## config.mk

```make
export PLATFORM = sky130hd
export DESIGN_NAME = patt_ser
export DESIGN_NICKNAME = d
export VERILOG_FILES = /design/src/rtl/patt_pkg.sv /design/src/rtl/patt_ser.sv
export SDC_FILE = /design/constraint.sdc
export NUM_CORES = 1
export LEC_CHECK = 0
export ABC_CLOCK_PERIOD_IN_PS = 2700
export CORE_MARGIN = 2
export CORE_UTILIZATION = 40
export CTS_BUF_LIST = sky130_fd_sc_hd__clkbuf_4 sky130_fd_sc_hd__clkbuf_8
export DETAILED_ROUTE_END_ITERATION = 10
export PLACE_DENSITY = 0.74
export SLEW_MARGIN = 20
export SYNTH_ARGS = -nofsm -noshare
export SYNTH_HDL_FRONTEND = slang
export SYNTH_SLANG_ARGS = --single-unit
```

## constraint.sdc

```tcl
create_clock -name clk -period 2.7 [get_ports clk]
set_clock_uncertainty 0.1 [all_clocks]
set_input_delay 0.54 -clock clk [delete_from_list [all_inputs] [get_ports clk]]
set_output_delay 0.54 -clock clk [all_outputs]
set_load 0.005 [all_outputs]
```

## src/rtl/patt_pkg.sv

```systemverilog
// ============================================================================
//  Module      : patt_pkg
//  Description : Shared constants for the 1011 pattern-detector slice.
//                Holds the serializer state encoding and the detector's
//                state constants so both blocks agree on a single source.
//  Revision    : 1.0  initial release
// ============================================================================
`default_nettype none

package patt_pkg;

  // Serializer (patt_ser) state encoding
  localparam int unsigned ST_W = 2;
  localparam logic [ST_W-1:0] ST_IDLE  = 2'd0;
  localparam logic [ST_W-1:0] ST_SHIFT = 2'd1;
  localparam logic [ST_W-1:0] ST_PAR   = 2'd2;

  typedef enum logic [ST_W-1:0] {
    S_IDLE  = ST_IDLE,
    S_SHIFT = ST_SHIFT,
    S_PAR   = ST_PAR
  } ser_state_e;

  // Detector (1011 sequence) state constants: number of pattern bits matched
  localparam int unsigned DET_ST_W = 3;
  localparam logic [DET_ST_W-1:0] DET_S0   = 3'd0; // nothing matched
  localparam logic [DET_ST_W-1:0] DET_S1   = 3'd1; // "1"
  localparam logic [DET_ST_W-1:0] DET_S10  = 3'd2; // "10"
  localparam logic [DET_ST_W-1:0] DET_S101 = 3'd3; // "101"
  localparam logic [DET_ST_W-1:0] DET_HIT  = 3'd4; // "1011" seen

endpackage : patt_pkg

`default_nettype wire

```

## src/rtl/patt_ser.sv

```systemverilog
// ============================================================================
//  Module      : patt_ser
//  Description : Parallel-in / serial-out feeder for the 1011 detector.
//                Accepts W-bit words over valid/ready and shifts them out
//                MSB-first, one bit per clock, streaming back-to-back words
//                without an idle gap.
//  Config      : define PATT_SER_PAR_EN to append one even-parity bit
//                (XOR of the W data bits) after every word.
//  Ports       : clk    - clock, rising edge
//                rst    - asynchronous active-high reset
//                d      - parallel word, sampled on the handshake edge
//                d_vld  - upstream word valid
//                d_rdy  - block can take a word this cycle
//                o      - serial bit to detector input
//                o_vld  - o carries a data/parity bit
//                busy   - word in flight (same as o_vld)
//  Revision    : 1.0  initial release
// ============================================================================
`default_nettype none

module patt_ser
  import patt_pkg::*;
#(
  parameter int unsigned W = 8
) (
  input  logic         clk,
  input  logic         rst,
  input  logic [W-1:0] d,
  input  logic         d_vld,
  output logic         d_rdy,
  output logic         o,
  output logic         o_vld,
  output logic         busy
);

  localparam int unsigned CW = (W > 1) ? $clog2(W) : 1;
  localparam logic [CW-1:0] c_last = CW'(W - 1);

  ser_state_e    r_state;
  ser_state_e    w_nxt;
  logic [W-1:0]  r_sreg;
  logic [CW-1:0] r_cnt;
  logic          w_rdy;
  logic          w_acc;
  logic          w_last;

`ifdef PATT_SER_PAR_EN
  // Running parity only matters when it is transmitted.
  logic          r_par;
`endif

  assign w_last = (r_cnt == c_last);
  // Ready is masked by reset so nothing can be accepted while it is held.
  assign d_rdy  = w_rdy & ~rst;
  assign w_acc  = d_vld & d_rdy;

  // ---------------------------------------------------------------- state reg
  always_ff @(posedge clk or posedge rst) begin
    if (rst) begin
      r_state <= S_IDLE;
    end else begin
      r_state <= w_nxt;
    end
  end

  // ------------------------------------------------- next state / handshake
  always_comb begin
    w_nxt = r_state;
    w_rdy = 1'b0;
    case (r_state)
      S_IDLE: begin
        w_rdy = 1'b1;
        if (d_vld) w_nxt = S_SHIFT;
      end
      S_SHIFT: begin
        if (w_last) begin
`ifdef PATT_SER_PAR_EN
          w_nxt = S_PAR;
`else
          // Last data bit doubles as the reload slot for gapless streaming.
          w_rdy = 1'b1;
          w_nxt = d_vld ? S_SHIFT : S_IDLE;
`endif
        end
      end
`ifdef PATT_SER_PAR_EN
      S_PAR: begin
        w_rdy = 1'b1;
        w_nxt = d_vld ? S_SHIFT : S_IDLE;
      end
`endif
      default: w_nxt = S_IDLE;
    endcase
  end

  // ------------------------------------------------------------- datapath
  always_ff @(posedge clk or posedge rst) begin
    if (rst) begin
      r_sreg <= '0;
      r_cnt  <= '0;
`ifdef PATT_SER_PAR_EN
      r_par  <= 1'b0;
`endif
    end else if (w_acc) begin
      r_sreg <= d;
      r_cnt  <= '0;
`ifdef PATT_SER_PAR_EN
      r_par  <= 1'b0;
`endif
    end else if (r_state == S_SHIFT) begin
      r_sreg <= r_sreg << 1;
`ifdef PATT_SER_PAR_EN
      r_par  <= r_par ^ r_sreg[W-1];
`endif
      // Exit from SHIFT happens at c_last, so the count never wraps in use.
      if (!w_last) r_cnt <= r_cnt + 1'b1;
    end
  end

  // --------------------------------------------------------------- outputs
  // Output is a select between flop outputs only; no data-path logic in front.
  always_comb begin
    o     = 1'b0;
    o_vld = 1'b0;
    case (r_state)
      S_SHIFT: begin
        o     = r_sreg[W-1];
        o_vld = 1'b1;
      end
`ifdef PATT_SER_PAR_EN
      S_PAR: begin
        o     = r_par;
        o_vld = 1'b1;
      end
`endif
      default: begin
        o     = 1'b0;
        o_vld = 1'b0;
      end
    endcase
  end

  assign busy = o_vld;

endmodule : patt_ser

`default_nettype wire

```

==> results.ini <==
[clock_tree]
clkLatencyLatePin_ns = 0.26
htreeDepth = 1
cts_made_buffers = 3
cts_buffer_depth = 2
clock_sink_count = 12
postCtsSetupBuffers = 0
ctsResizeCount = 0
cts_tree = built
cts_hold_buf = 0
clkTransAtPathRegs_ns = 0.07
clockRootBuffer = clkbuf_4

[critical_path]
reg2reg_slack_ns = 0.96
worst_setup_path_end_kind = output port
cp-start-kind = flip-flop
required_ns = 2.06
reg2reg_to = r_sreg[1]
worstSetupPathType = reg2out
worstPathArrival_ns = 1.82
path_max_fanout = 4
rr_worst_depth = 5
r2r-start = r_cnt[0]

[floorplanning]
fp.dieW_um = 44.2
ioPinCount = 15
initial_core_util_pct = 42.9
fp.dieH_um = 44.2
rows = 14
core-area_sq_um = 1510
die-area_sq_um = 1950

[hold_path]
hp-start = r_cnt[2]
min_path_cells = 2
hold_path_class = reg2reg
holdPathEnd = r_cnt[2]

[final_layout]
final_cells = 80
fin_util_pct = 53.7
layout-drive-gt1-share_pct = 32.8
finalNetCount = 79
area_growth_pct = 25.4
antenna_cells = 0

[sta]
drv_slew = 0
max_freq_ghz = 0.407
max-slew-margin-rel_pct = 69.6
tightest_slew_ns = 0.457
hold_violations = 0
setup-violations-final = 0
rsz0062_at_grt = no
period_minus_slack_ns = 2.46
fin_hold_ws_ns = 0.438
setup-tns-final_ns = 0
fin_crit_sh_pct = 90.9

[yosys]
synth_edf_count = 0
synth.top_cell.area_share_pct = 46.5
avgSynthCellArea_sq_um = 13.2
synth_area_sq_um = 646
yosys-top-cells-area = dfrtp_1, mux2_4, mux2_2
seq_area_frac_synth_pct = 46.5
syn_nets = 62
ys.flop_type = dfrtp_1
yosys.area.top_type = dfrtp_1
ys_warn_count = 0
synthCells = 49
synth_seq_cells = 12
async_flop_share_pct = 100
yosysUniqueCellTypes = 16

[routing]
wl_per_cell_um = 11.5
viasPerCell = 4.91
drc_errors = 0
detail-route-antenna-nets = 0
drt-pass1-iter-count = 2
dr.first_iter.drc_count = 4
vias = 393
drt_wl_total_um = 919

[power_and_ir_drop]
power_density_nw_per_um2 = 835
leakagePower_nw = 0.382
vdd_drop_max_mv = 0.351

[job]
drv_cap = 0

[global_routing]
track_usage_pct = 11.7
grt_pass1_wl_mm = 1.61
grt_overflow_total = 0
antenna_found_initial = 0
grt_max_degree = 14
grt_pass1_vias = 407

[placed_design]
dp_hpwl_um = 656
dp_cells = 77
globalplace.congestion = 0.687
port_buffers = 14

[status]
status = finished, final reports clean

-- cells by family after synthesis --
family / Yosys count / share of synthesized area, %
mux: 15 / 30.2
buf+inv: 4 / 4.65
flops: 12 / 46.5
compound gates: 3 / 2.32
fa+ha+maj: 2 / 3.88
simple gates: 13 / 12.4
-- flip-flops by register name, summed over array words and instances (netlist names) --
name     cells
r_sreg       8
r_state      1
r_cnt        3
-- per-layer routing --
layer	global-route usage (%)	vias up	share of wire (%)
met5	0	-	0
met4	10.9	0	1.8
met3	2.45	2	4.9
met2	18.8	10	49
met1	12.7	184	44
li1	-	197	-
-- area by class of cell --
cell class	instances	area, sq um
repair buffers	15	148
clock buffers	3	22.5
multi-input cells	33	315
flip-flops and latches	12	300
well taps	16	20.0
inverters	1	3.75
fillers	133	697
-- cells in the mapped netlist, types with 2 or more instances --
library cell and n:
buf_4 2, dfrtp_1 12, ha_1 2, mux2_2 8, mux2_4 7, nand2_1 5
nand2b_1 2, o21ai_0 3
-- metrics by stage --
step                cell area [sq um]  worst slack (ns)  power, mW
finish                            810             0.245      0.676
global route                      810             0.120      0.739
CTS                               810             0.218      0.689
detailed placement                787             0.502      0.579
global placement                  787             0.509      0.571
floorplan                         646             0.954      0.506
-- report_power, final --
group	internal [mW]	switching, mW
clock network	0.0515	0.0542
logic	0.185	0.0939
registers	0.246	0.0452
total	0.483	0.193
-- critical path, stage by stage, from the launching register on --
cell	delay [ns]
dfrtp_1	0.40
ha_1	0.21
ha_1	0.19
nor2b_1	0.25
nor2_1	0.06
clkdlybuf4s50_1	0.44
-- worst max path at each step --
stage	start	end	slack, ns	cells past startpoint
2_1_floorplan	rst	r_sreg[0]	0.95	4
3_3_place_gp	rst	d_rdy	0.51	3
3_5_place_dp	rst	d_rdy	0.50	3
4_1_cts	r_cnt[0]	d_rdy	0.22	5
5_1_grt	r_cnt[0]	d_rdy	0.12	5
6_report	r_cnt[0]	d_rdy	0.24	5
-- cell usage in the layout, fill, tap and decap left out --
master and n:
nor2_1 1, nand2b_4 1, nor2b_1 1, dfrtp_1 12, and2b_1 1, clkbuf_4 3
mux2_2 8, ha_1 2, nand2_1 5, inv_1 1, buf_4 1, mux2_4 7
o21ai_0 3, and3_4 1, clkdlybuf4s50_1 14, and2_1 1, nand2b_1 2
No activity file was read; power rests on OpenSTA's default activity.
==> RTL edit, RTL diff (same settings) <==
The option `PATT_SER_PAR_EN` is turned on by a define.
--- a/src/rtl/patt_ser.sv
+++ b/src/rtl/patt_ser.sv
@@ -18,4 +18,6 @@
 // ============================================================================
 `default_nettype none
+
+`define PATT_SER_PAR_EN
 
 module patt_ser
Check against the original RTL: not equivalent (Yosys sat finds a counterexample within 10 cycles, from zero or initial values and one cycle with rst high).
==> RTL edit against the original RTL <==
  * Sequential cell count rose by 2
  * Wire length rose by 36%
  * Cell area rose by 23%
  * Register-to-register slack got worse by 0.03 ns
  * Non-clock buffer count did not move
  * Power rose by 54%
  * Area after synthesis rose by 25%
  * Setup slack got worse by 0.013 ns
==> RTL edit: results (changes against the original RTL) <==
----------------------------------------------------
[Logic synthesis]
  Async set-or-reset flop fraction in the synthesized netlist ... 100.0% (unchanged)
  Complex-gate fraction of the synthesized area ... 4.341% (+2.0 points)
  Share of the yosys chip area belonging to registers ... 43.41% (-3.1 points)
  Share of cell area taken by muxes after synthesis ... 24.81% (-5.4 points)
  Xor-xnor portion of the synthesized cell area ... 2.171% (+2.2 points)
  Number of distinct standard cells referenced by the synthesized netlist ... 21 (+5)
  Top post-synthesis cells by area ... dfrtp_1 (43%), mux2_2 (21%), ha_1 (11%), buf_6 (2.8%), mux2i_1 (2.5%)
  Primary flip-flop cell chosen by synthesis mapping ... dfrtp_1
  Leading cell types by count after synthesis ... mux2_2 (15), dfrtp_1 (14), ha_1 (7), nor2_1 (5), inv_1 (4)
  Post-synthesis net count ... 82 (+32%)
  Adder-cell area share of the yosys netlist ... 10.85% (+7.0 points)
  Synth Warn # ... 0 (unchanged)

[Clocking]
  Quantity of gates resized following cts ... 0 (unchanged)
  Post CTS Setup Buffer Count ... 0 (unchanged)
  Number of buffers inserted during clock tree synthesis ... 3 (unchanged)
  Maximum level of the CTS H-tree ... 1 (unchanged)
  Clock transition at the registers of the reported paths ... 0.09 ns (+0.02 ns)
  Cell chosen for the clock root ... clkbuf_4
  Longest Clk Path Bufs ... 2 (unchanged)

[Worst hold path]
  Hold crit path type ... flip-flop to flip-flop

[Power and ir drop]
  Combinational share of power ... 51.0% (+9.7 points)
  Power consumed by the clock network ... 0.146 mW (+38%)
  Internal power consumption ... 0.7153 mW (+48%)
  Maximum resistive drop on vdd ... 520.6 uV (+48%)
  Leakage power total ... 0.4525 nW (+18%)

[Detailed routing]
  Met1 wire length ... 541 um (+33%)
  Pre-antenna DRT Iters ... 2 (unchanged)
  Post-detailed-route via-to-cell ratio ... 4.645 (-5.4%)
  Met3 wirelength from detailed routing ... 45 um (unchanged)
  Met2 routed wirelength ... 666 um (+48%)
  Iteration-0 DRC Markers ... 1 (-3)
  DRT Wirelength ... 1.252 mm (+36%)
  Uppermost signal routing layer after detailed routing ... met3

[Place]
  Number of buffer cells added on primary ports ... 14 (unchanged)
  Final Wtd Congestion ... 0.7473 (+8.7%)
  Half-perimeter wire length after detailed placement ... 996.3 um (+52%)

[Worst setup path]
  Largest fanout on the critical path ... 4 (unchanged)
  Worst endpoint data arrival time ... 1.83 ns

[GRT]
  Largest net degree at the start of global routing ... 15 (+1)
  Number of antenna violations at the first check in global routing ... 0 (unchanged)
  Total track usage ... 12.09% (+0.40 points)
  Number of global-route vias before repair ... 519 (+28%)
  Wire length of the first global-routing pass ... 2.221 mm (+38%)

[Status]
  Outcome ... complete, no violations

[Finish]
  Nets ... 99 (+25%)
  Largest registers ranked by flip-flop count ... r_sreg (8), r_cnt (3), r_state (2)
  Fraction of final layout cells sized beyond drive strength 1 ... 33.75% (+0.94 points)

[STA]
  Transition time at the pin with the least slew margin ... 0.5347 ns (+0.07802 ns)

----------------------------------------------------
==> RTL edit: cell types whose count changed in the layout (fill, tap and decap cells not counted), sizes merged, moves of 2 or more <==
cell / change
o21ai: -2
dfrtp: +2
nand2: -2
inv: +3
mux2i: +2
nor2: +4
nand2b: -3
ha: +5
==> RTL edit: final timing paths <==
path / from / slack, ns / cells after the start / to
setup / recovery: r_state[0] / 0.23 / 4 / o
hold / removal: r_cnt[2] / 0.44 / 2 / r_cnt[2]
setup reg to reg: r_state[0] / 0.93 / 5 / r_sreg[0]
hold reg to reg: r_cnt[2] / 0.44 / 2 / r_cnt[2]
max in group asynchronous: rst / 1.58 / 2 / r_sreg[1]
min in group asynchronous: rst / 0.56 / 2 / r_state[0]
==> RTL edit: through the flow <==
stage / power, mW / instances / hold slack, ns / instance area (um^2) / worst slack (ns)
after floorplan: 0.7852 / 64 / 0.3292 / 807.0 / 1.039
after CTS: 1.059 / 107 / 0.4482 / 994.7 / 0.2073
after global placement: 0.8840 / 103 / 0.4082 / 958.4 / 0.3484
final: 1.042 / 107 / 0.4415 / 994.7 / 0.2319
after detailed placement: 0.9068 / 103 / 0.4296 / 958.4 / 0.3160
after global routing: 1.129 / 107 / 0.4751 / 994.7 / 0.06117
==> RTL edit: per-layer routing <==
metal	track usage [%]	vias up
met5	0	-
met4	5.714	0
met3	2.147	0
met2	21.46	12
met1	14.03	238
li1	-	247
==> RTL edit: layout make-up <==
type	instances	area, um^2
clock buffer	4	36.28
fill	193	927.1
inverter	4	15.01
multi-input combinational	43	411.6
sequential	14	350.3
tap	27	33.78
timing repair buffer	15	147.6
==> RTL edit: critical path, cell delays in order, from the launching register on <==
cell and delay [ns]:
dfrtp_1 0.41, inv_1 0.10, ha_1 0.33, a21boi_0 0.19, clkdlybuf4s50_1 0.53
